--- src/rtl/cpu_pkg.sv ---
// Shared core-wide constants and the fetch buffer entry type.
package cpu_pkg;

    localparam int unsigned XLEN = 32;
    localparam logic [XLEN-1:0] DEFAULT_RESET_PC = 32'h0000_0000;
    localparam logic [XLEN-1:0] INSTR_NOP = 32'h0000_0000;

    typedef struct packed {
        logic [XLEN-1:0] pc;
        logic [XLEN-1:0] instr;
    } fetch_entry_t;

endpackage

--- src/rtl/fetch_fifo.sv ---
// DEPTH-entry synchronous FIFO of {pc, instr}; the caller guarantees no push when full
// and no pop when empty.
module fetch_fifo
    import cpu_pkg::*;
#(
    parameter int unsigned DEPTH = 2
) (
    input  logic                     clk,
    input  logic                     rst,
    input  logic                     flush,
    input  logic                     push,
    input  fetch_entry_t             push_data,
    input  logic                     pop,
    output fetch_entry_t             head,
    output logic [$clog2(DEPTH):0]   count
);

    localparam int unsigned PW = $clog2(DEPTH);
    localparam int unsigned CW = PW + 1;

    fetch_entry_t    mem_q [DEPTH];
    logic [PW-1:0]   wr_ptr_q;
    logic [PW-1:0]   rd_ptr_q;
    logic [CW-1:0]   count_q;

    always_ff @(posedge clk) begin
        if (rst || flush) begin
            wr_ptr_q <= '0;
            rd_ptr_q <= '0;
            count_q  <= '0;
        end else begin
            if (push) begin
                wr_ptr_q <= wr_ptr_q + PW'(1);
            end
            if (pop) begin
                rd_ptr_q <= rd_ptr_q + PW'(1);
            end
            count_q <= count_q + CW'(push) - CW'(pop);
        end
    end

    // Storage needs no reset; occupancy is tracked by count_q alone.
    always_ff @(posedge clk) begin
        if (push && !flush && !rst) begin
            mem_q[wr_ptr_q] <= push_data;
        end
    end

    assign head  = mem_q[rd_ptr_q];
    assign count = count_q;

endmodule

--- src/rtl/fetch_stage.sv ---
// Instruction fetch: owns the PC, issues in-order imem requests under a credit limit and
// buffers tagged responses toward IF/ID. A redirect flushes and drops all younger work.
module fetch_stage
    import cpu_pkg::*;
#(
    parameter logic [XLEN-1:0] RESET_PC = DEFAULT_RESET_PC,
    parameter int unsigned     DEPTH    = 2
) (
    input  logic            clk,
    input  logic            rst,
    input  logic            redirect,
    input  logic [XLEN-1:0] redirect_pc,
    output logic            imem_req,
    output logic [XLEN-1:0] imem_addr,
    input  logic            imem_gnt,
    input  logic            imem_rvalid,
    input  logic [XLEN-1:0] imem_rdata,
    output logic            out_valid,
    output logic [XLEN-1:0] out_pc,
    output logic [XLEN-1:0] out_instr,
    input  logic            out_ready
);

    localparam int unsigned   CW      = $clog2(DEPTH) + 1;
    localparam logic [CW-1:0] DEPTH_C = CW'(DEPTH);

    logic [XLEN-1:0] pc_q;
    logic [XLEN-1:0] tag_q;
    logic [CW-1:0]   inflight_q;
    logic [CW-1:0]   discard_q;
    logic [CW-1:0]   count;
    fetch_entry_t    head;
    fetch_entry_t    push_data;
    logic            credit;
    logic            fire;
    logic            push;
    logic            pop;

    assign out_valid = (count != '0) && !redirect;
    assign pop       = out_valid && out_ready;

    // A same-cycle pop frees a slot; counting it sustains one fetch per cycle.
    assign credit    = (inflight_q + count - CW'(pop)) < DEPTH_C;
    assign imem_req  = !rst && !redirect && credit;
    assign imem_addr = pc_q;
    assign fire      = imem_req && imem_gnt;

    assign push      = imem_rvalid && !redirect && (discard_q == '0);
    assign push_data = '{pc: tag_q, instr: imem_rdata};

    assign out_pc    = out_valid ? head.pc : '0;
    assign out_instr = out_valid ? head.instr : INSTR_NOP;

    always_ff @(posedge clk) begin
        if (rst) begin
            pc_q       <= RESET_PC;
            tag_q      <= RESET_PC;
            inflight_q <= '0;
            discard_q  <= '0;
        end else begin
            inflight_q <= inflight_q + CW'(fire) - CW'(imem_rvalid);
            if (redirect) begin
                pc_q      <= redirect_pc;
                tag_q     <= redirect_pc;
                discard_q <= inflight_q - CW'(imem_rvalid);
            end else begin
                if (fire) begin
                    pc_q <= pc_q + 32'd4;
                end
                if (push) begin
                    tag_q <= tag_q + 32'd4;
                end
                if (imem_rvalid && (discard_q != '0)) begin
                    discard_q <= discard_q - CW'(1);
                end
            end
        end
    end

    fetch_fifo #(
        .DEPTH (DEPTH)
    ) u_fifo (
        .clk       (clk),
        .rst       (rst),
        .flush     (redirect),
        .push      (push),
        .push_data (push_data),
        .pop       (pop),
        .head      (head),
        .count     (count)
    );

endmodule
--- config.mk ---
export PLATFORM = sky130hd
export DESIGN_NAME = fetch_stage
export DESIGN_NICKNAME = d
export VERILOG_FILES = /design/src/rtl/cpu_pkg.sv /design/src/rtl/fetch_fifo.sv /design/src/rtl/fetch_stage.sv
export SDC_FILE = /design/constraint.sdc
export NUM_CORES = 1
export LEC_CHECK = 0
export ABC_CLOCK_PERIOD_IN_PS = 15400
export BUFFER_PORTS_ARGS = -buffer_cell sky130_fd_sc_hd__buf_2
export CORE_ASPECT_RATIO = 1.5
export CORE_UTILIZATION = 40
export DETAILED_ROUTE_END_ITERATION = 8
export PLACE_DENSITY = 0.67
export REMOVE_ABC_BUFFERS = 1
export SYNTH_ARGS = -nofsm -noshare
export SYNTH_HDL_FRONTEND = slang
export SYNTH_SLANG_ARGS = --single-unit
--- constraint.sdc ---
create_clock -name clk -period 15.4 [get_ports clk]
set_clock_uncertainty 0.1 [all_clocks]
set_input_delay 0.77 -clock clk [delete_from_list [all_inputs] [get_ports clk]]
set_output_delay 0.77 -clock clk [all_outputs]
set_load 0.01 [all_outputs]
## Word-level counts from Yosys, hierarchy flattened

Memories as Yosys holds them, arrays and structs flattened. A register that Yosys moved wholly into a read port is not among the register bits.
Index checks and enable logic that the tools add are counted.

- RAM bits: 128
- Logic and storage cells: 52
- Bits of input ports: 70
- Bits in registers: 72
- Memories kept: 1

- Mux-type cells: 12
- Reductions and logical operators: 19
- Add/sub/neg operators: 12
- Order comparisons: 1

Memory list:

| memory | words | bits a word | rd ports | clocked after memory_dff | write ports | line | text |
|---|---|---|---|---|---|---|---|
| u_fifo.mem_q | 2 | 64 | 1 | 1 | 1 | fetch_fifo.sv:21 | `fetch_entry_t mem_q [DEPTH];` |

Operators by type and width:

| kind | count |
|---|---|
| 32-bit 2-to-1 mux | 6 |
| 32-bit by 3-bit adder with 32-bit output (second input constant) | 2 |
| 1-bit logical AND | 10 |
| 2-bit nonzero test | 5 |
| 2-bit by 1-bit subtractor with 2-bit output | 4 |
| 2-bit by 1-bit adder with 2-bit output | 2 |
| 1-bit 2-to-1 mux | 4 |
| 2-bit 2-to-1 mux | 2 |
| 1-bit adder (second input constant) | 2 |
| 2-bit adder | 1 |
| 1-bit logical NOT | 2 |
| 2-bit logical NOT | 1 |
| 2-bit less-than comparator (second input constant) | 1 |
| 2-bit by 1-bit subtractor with 2-bit output (second input constant) | 1 |
| 1-bit logical OR | 1 |

## Logic depth before layout (Yosys ltp)

- Depth after elaboration: 9
- Gate-level depth with buffers: 16
- Mapped depth without buffers: 14

## Cells and area by module

A second synthesis with hierarchy kept.

- Cells, all modules: 755
- Area total of the unflattened synthesis: 9281.4 um^2

Modules (own cells, without submodules):

| module | seq. area each (um^2) | cells each | area an instance (um^2) | times used |
|---|---|---|---|---|
| fetch_fifo | 3943.8 | 219 | 5136.2 | 1 |
| fetch_stage | 1361.3 | 536 | 4145.2 | 1 |

## Worst setup path before layout

Ideal clock, no wire load.

- Path type: in2reg
- Start: in redirect
- End: mem u_fifo.mem_q[0][0] (netlist bit), enable pin
- Library setup time: 0.564 ns
- Cell stages on the path: 5
- Data arrival time: 5.875 ns
- Path slack: 8.861 ns
- Path buffers: 2
- Cell sequence: clkbuf_1 > inv_1 > clkbuf_1 > nand2_1 > nor3_1

- Longest elaborated chain between the ends: 7

Ends and longest elaborated chain:

| element | line | text |
|---|---|---|
| from (decl) | fetch_stage.sv:11 | `input logic redirect,` |
| 1-bit logical NOT (*) | fetch_fifo.sv:44, fetch_stage.sv:48 |  |
| 1-bit logical AND (2 in a row) | fetch_stage.sv:48 | `assign push = imem_rvalid && !redirect && (discard_q == '0);` |
| 1-bit logical AND (*) (2 in a row) | fetch_fifo.sv:44 | `if (push && !flush && !rst) begin` |
| 1-bit 2-to-1 mux (*) | fetch_fifo.sv:44 |  |
| 1-bit 2-to-1 mux (not written as such) (*) | fetch_fifo.sv:45 | `mem_q[wr_ptr_q] <= push_data;` |
| to (decl) | fetch_fifo.sv:21 |  |

Mark *: on every way between the ends. The rest lies on a longest branch, timed or not.

## Worst setup path after layout

- Start: in redirect
- End: out imem_req

- Longest elaborated chain between the ends: 6
- Elaborated cells on any way between the ends: 7
- Classes of those cells: add/sub (1); order compare (1); reduce/logical (5)

Ends and longest elaborated chain:

| element | line | text |
|---|---|---|
| 1-bit logical NOT | fetch_stage.sv:39 | `assign out_valid = (count != '0) && !redirect;` |
| 1-bit logical AND | fetch_stage.sv:39 |  |
| 1-bit logical AND | fetch_stage.sv:40 | `assign pop = out_valid && out_ready;` |
| net pop | fetch_stage.sv:37 | `logic pop;` |
| 2-bit by 1-bit subtractor with 2-bit output | fetch_stage.sv:43 | `assign credit = (inflight_q + count - CW'(pop)) < DEPTH_C;` |
| 2-bit less-than comparator | fetch_stage.sv:43 |  |
| 1-bit logical AND | fetch_stage.sv:44 | `assign imem_req = !rst && !redirect && credit;` |
| to (decl) | fetch_stage.sv:13 | `output logic imem_req,` |

The timed path passes the listed nets, and every way through them passes these cells.

==> qor.csv <==
stage,metric,value,unit
status,status,"complete, no violations",
setup_path,Critical Path Source,redirect,
grt,grt met1 use,20.2,%
floorplanning,Chip Height,183,um
setup_path,CP Launch Type,primary input,
floorplanning,Initial Util,41.1,%
setup_path,worst reg-to-reg setup slack,12.16,ns
grt,met2 Use GR,30.5,%
sta,Max Fclk,0.264,GHz
cells_and_area,final net count,984,
routing,DRT antenna net count,0,
setup_path,crit-path max FO,38,
floorplanning,DIE WIDTH,122,um
grt,Overflow after GRT,0,
sta,# setup viols final,0,
routing,DR vias/cell,5.23,
routing,DRC viols,0,
setup_path,reg-to-reg endpoint,inflight_q[1],
sta,Final Cycle Share,24.6,%
sta,Final Hold Viols,0,
routing,WL per Instance,16.1,um
cells_and_area,fill count,1944,
power_and_ir_drop,peak supply drop,0.0605,mV
routing,DRT iter0 DRCs,291,
grt,gr busiest metal,met2,
cells_and_area,Diodes inserted,0,
cells_and_area,layout cells sized above 1,23.5,%
floorplanning,I/O pins,168,
clock_tree,CTS Hold Bufs,0,
clock_tree,CTS buffer count,19,
clock_tree,maximum root-to-sink buffer count,3,
grt,GRT Overall Usage,16.9,%
worst_hold_path,class of the worst hold path,reg -> reg,
sta,min cycle time layout,3.79,ns
synthesis,asr flop ratio synth,0,%
clock_tree,CTS tree,done,
synthesis,register area share after synthesis,61.0,%
placed_design,dpl hpwl,13000,um
synthesis,Post-Synth Adder-Cell Area,1.15,%
grt,largest net degree at the start of global routing,67,
synthesis,Synth Area per Inst,11.6,um2
setup_path,CP Data Required Time,14.53,ns
worst_hold_path,Hold Startpoint,imem_addr[0],
clock_tree,H-Tree Depth,1,
worst_hold_path,worst hold endpoint,imem_addr[0],
clock_tree,Clock Latency Late Sink,0.48,ns
synthesis,post-synthesis mux area share,7.85,%
sta,slew margin rel.,41.6,%
sta,RSZ-0062 raised after global routing,false,
clock_tree,Resized Gates After CTS,0,
synthesis,Synth Instances,748,
setup_path,FF-to-FF path depth,13,
placed_design,Final GP Congestion,0.855,
synthesis,largest family of logic cells by synthesized area,simple AND/OR/NAND/NOR gates,
routing,drt pass-1 iters,5,
synthesis,Yosys cell types,51,
setup_path,crit path capture type,output pin,
grt,GR Util met3,2.03,%
synthesis,simple-gate area share of the yosys netlist,14.8,%
clock_tree,# Post-CTS Setup Buffers,0,
worst_hold_path,WHS Path Cells,2,
sta,setup tns final,0,ns
placed_design,Port Buf Inserts,167,
synthesis,Main synth FF type,edfxtp_1,
grt,vias in the first global route,5813,
sta,Worst Tran Pin Value,0.876,ns
clock_tree,"Reg clk slew, reported paths",0.06,ns
synthesis,synthesized flop and latch total,201,
synthesis,Synth Area in Compound Gates,8.15,%
cells_and_area,post-route cell area,0.0104,mm2
cells_and_area,Finished Core Util,49.2,%
placed_design,placed cell areas,0.00979,mm2
floorplanning,Die ar.,0.0223,mm2
floorplanning,core region area,0.0211,mm2
power_and_ir_drop,Pleak,3.88,nW
setup_path,critical path class,in -> out,
grt,initial antenna violation count,0,
clock_tree,CTS root buf,clkbuf_16,
synthesis,post-synthesis cell area,0.00869,mm2
routing,routed wire length,19100,um
synthesis,number of synthesized flops with an enable pin,128,
power_and_ir_drop,pwr/cell area,110,mW/mm2
routing,vias,6205,
sta,fin. max-slew vios,0,
synthesis,xor and xnor fraction of the mapped netlist area,4.46,%
clock_tree,clock sinks,201,
cells_and_area,synth-to-layout area growth,19.6,%
synthesis,Ys Warns,0,
setup_path,worst r2r src,u_fifo.count[1],
grt,first-pass GRT wire length,29800,um
job,# Max-Cap Violations,0,
sta,Fin Hold WS,0.355,ns
setup_path,"Arr. time, crit path",2.92,ns
floorplanning,row count,65,
==> layout by cell type (no fill, tap or decap), drive strengths merged, types with 9 or more instances in the layout <==
master | Yosys | layout
nand3 | 31 | 31
dfxtp | 73 | 73
xor2 | 22 | 22
o21ai | 12 | 12
a21oi | 26 | 26
xnor2 | 16 | 16
and3 | 12 | 12
inv | 19 | 21
nor3 | 12 | 12
mux2i | 67 | 67
nor2 | 99 | 99
clkbuf | 25 | 26
and4 | 9 | 9
nand2 | 56 | 56
a31oi | 14 | 14
nand4 | 22 | 22
a211oi | 15 | 15
edfxtp | 128 | 128
buf | 12 | 174
==> per-stage QoR <==
stage / power [W] / setup WS, ns / cells
2_1_floorplan: 0.000671 / 8.27 / 711
3_3_place_gp: 0.000709 / 11.34 / 1153
3_5_place_dp: 0.000711 / 11.26 / 1153
4_1_cts: 0.00116 / 11.56 / 1187
5_1_grt: 0.00119 / 11.47 / 1187
6_report: 0.00114 / 11.61 / 1187
==> per-layer routing <==
layer	routed length (um)	vias up
met3	910	33
li1	-	3074
met4	523	0
met2	10000	165
met1	7710	2933
met5	0	-
==> kinds of logic (layout without fill, tap and decap cells) <==
group | after synthesis | count (layout)
buffers and inverters | 56 | 227
adder cells (fa/ha/maj) | 8 | 8
XOR/XNOR | 40 | 40
AND/OR/NAND/NOR | 268 | 268
flip-flops | 201 | 201
AO/OA/AOI/OAI | 107 | 107
multiplexers | 68 | 68
==> state kept, by name, summed over array words and instances (netlist names), named ones only <==
| name | count |
|---|---|
| u_fifo.count | 2 |
| u_fifo.rd_ptr_q | 1 |
| u_fifo.mem_q | 128 |
| imem_addr | 32 |
| inflight_q | 2 |
| u_fifo.wr_ptr_q | 1 |
| tag_q | 32 |
| discard_q | 2 |
==> area by class of cell <==
class | count | area [um2] | area share [%]
Sequential cell | 201 | 5310 | 51.1
Inverter | 19 | 71.3 | 0.686
Clock buffer | 26 | 553 | 5.32
Timing Repair Buffer | 174 | 888 | 8.54
Tap cell | 268 | 335 | 3.23
Clock inverter | 8 | 50.0 | 0.481
Multi-Input combinational cell | 491 | 3190 | 30.7
==> synthesized netlist by cell type, drive strengths merged (12+ instances only) <==
library cell | number | area (um2)
a211oi | 15 | 113
o21ai | 12 | 60.1
nand4 | 22 | 138
mux2i | 67 | 671
dfxtp | 73 | 1460
edfxtp | 128 | 3840
a21oi | 26 | 130
nor3 | 12 | 60.1
buf | 12 | 53.8
xor2 | 22 | 193
and3 | 12 | 75.1
xnor2 | 16 | 148
clkbuf | 25 | 93.8
a31oi | 14 | 87.6
nor2 | 99 | 379
nand2 | 56 | 210
nand3 | 31 | 155
inv | 19 | 71.3
==> worst max path at each step <==
| stage | end | slack [ns] | cells past startpoint |
|---|---|---|---|
| 6_report | imem_req | 11.61 | 11 |
| 5_1_grt | imem_req | 11.47 | 11 |
| 4_1_cts | imem_req | 11.56 | 11 |
| 3_5_place_dp | inflight_q[1] | 11.26 | 16 |
| 3_3_place_gp | inflight_q[1] | 11.34 | 16 |
| 2_1_floorplan | u_fifo.mem_q[0][0] | 8.27 | 3 |
==> power breakdown <==
group	switching, W	leakage, nW	internal (W)
sequential	0.0000181	1.77	0.000593
clock	0.000192	0.298	0.000254
combinational	0.0000505	1.81	0.0000370
total	0.000260	3.88	0.000884
==> worst max-delay path: stages <==
cell     delay (ns)
buf_2          0.08
buf_4          0.36
inv_2          0.10
o21ai_4        0.07
inv_1          0.06
and2_1         0.18
ha_1           0.21
xnor2_2        0.25
xnor3_2        0.49
nor2_1         0.16
buf_2          0.16
Power figures use the tool's default switching activity.
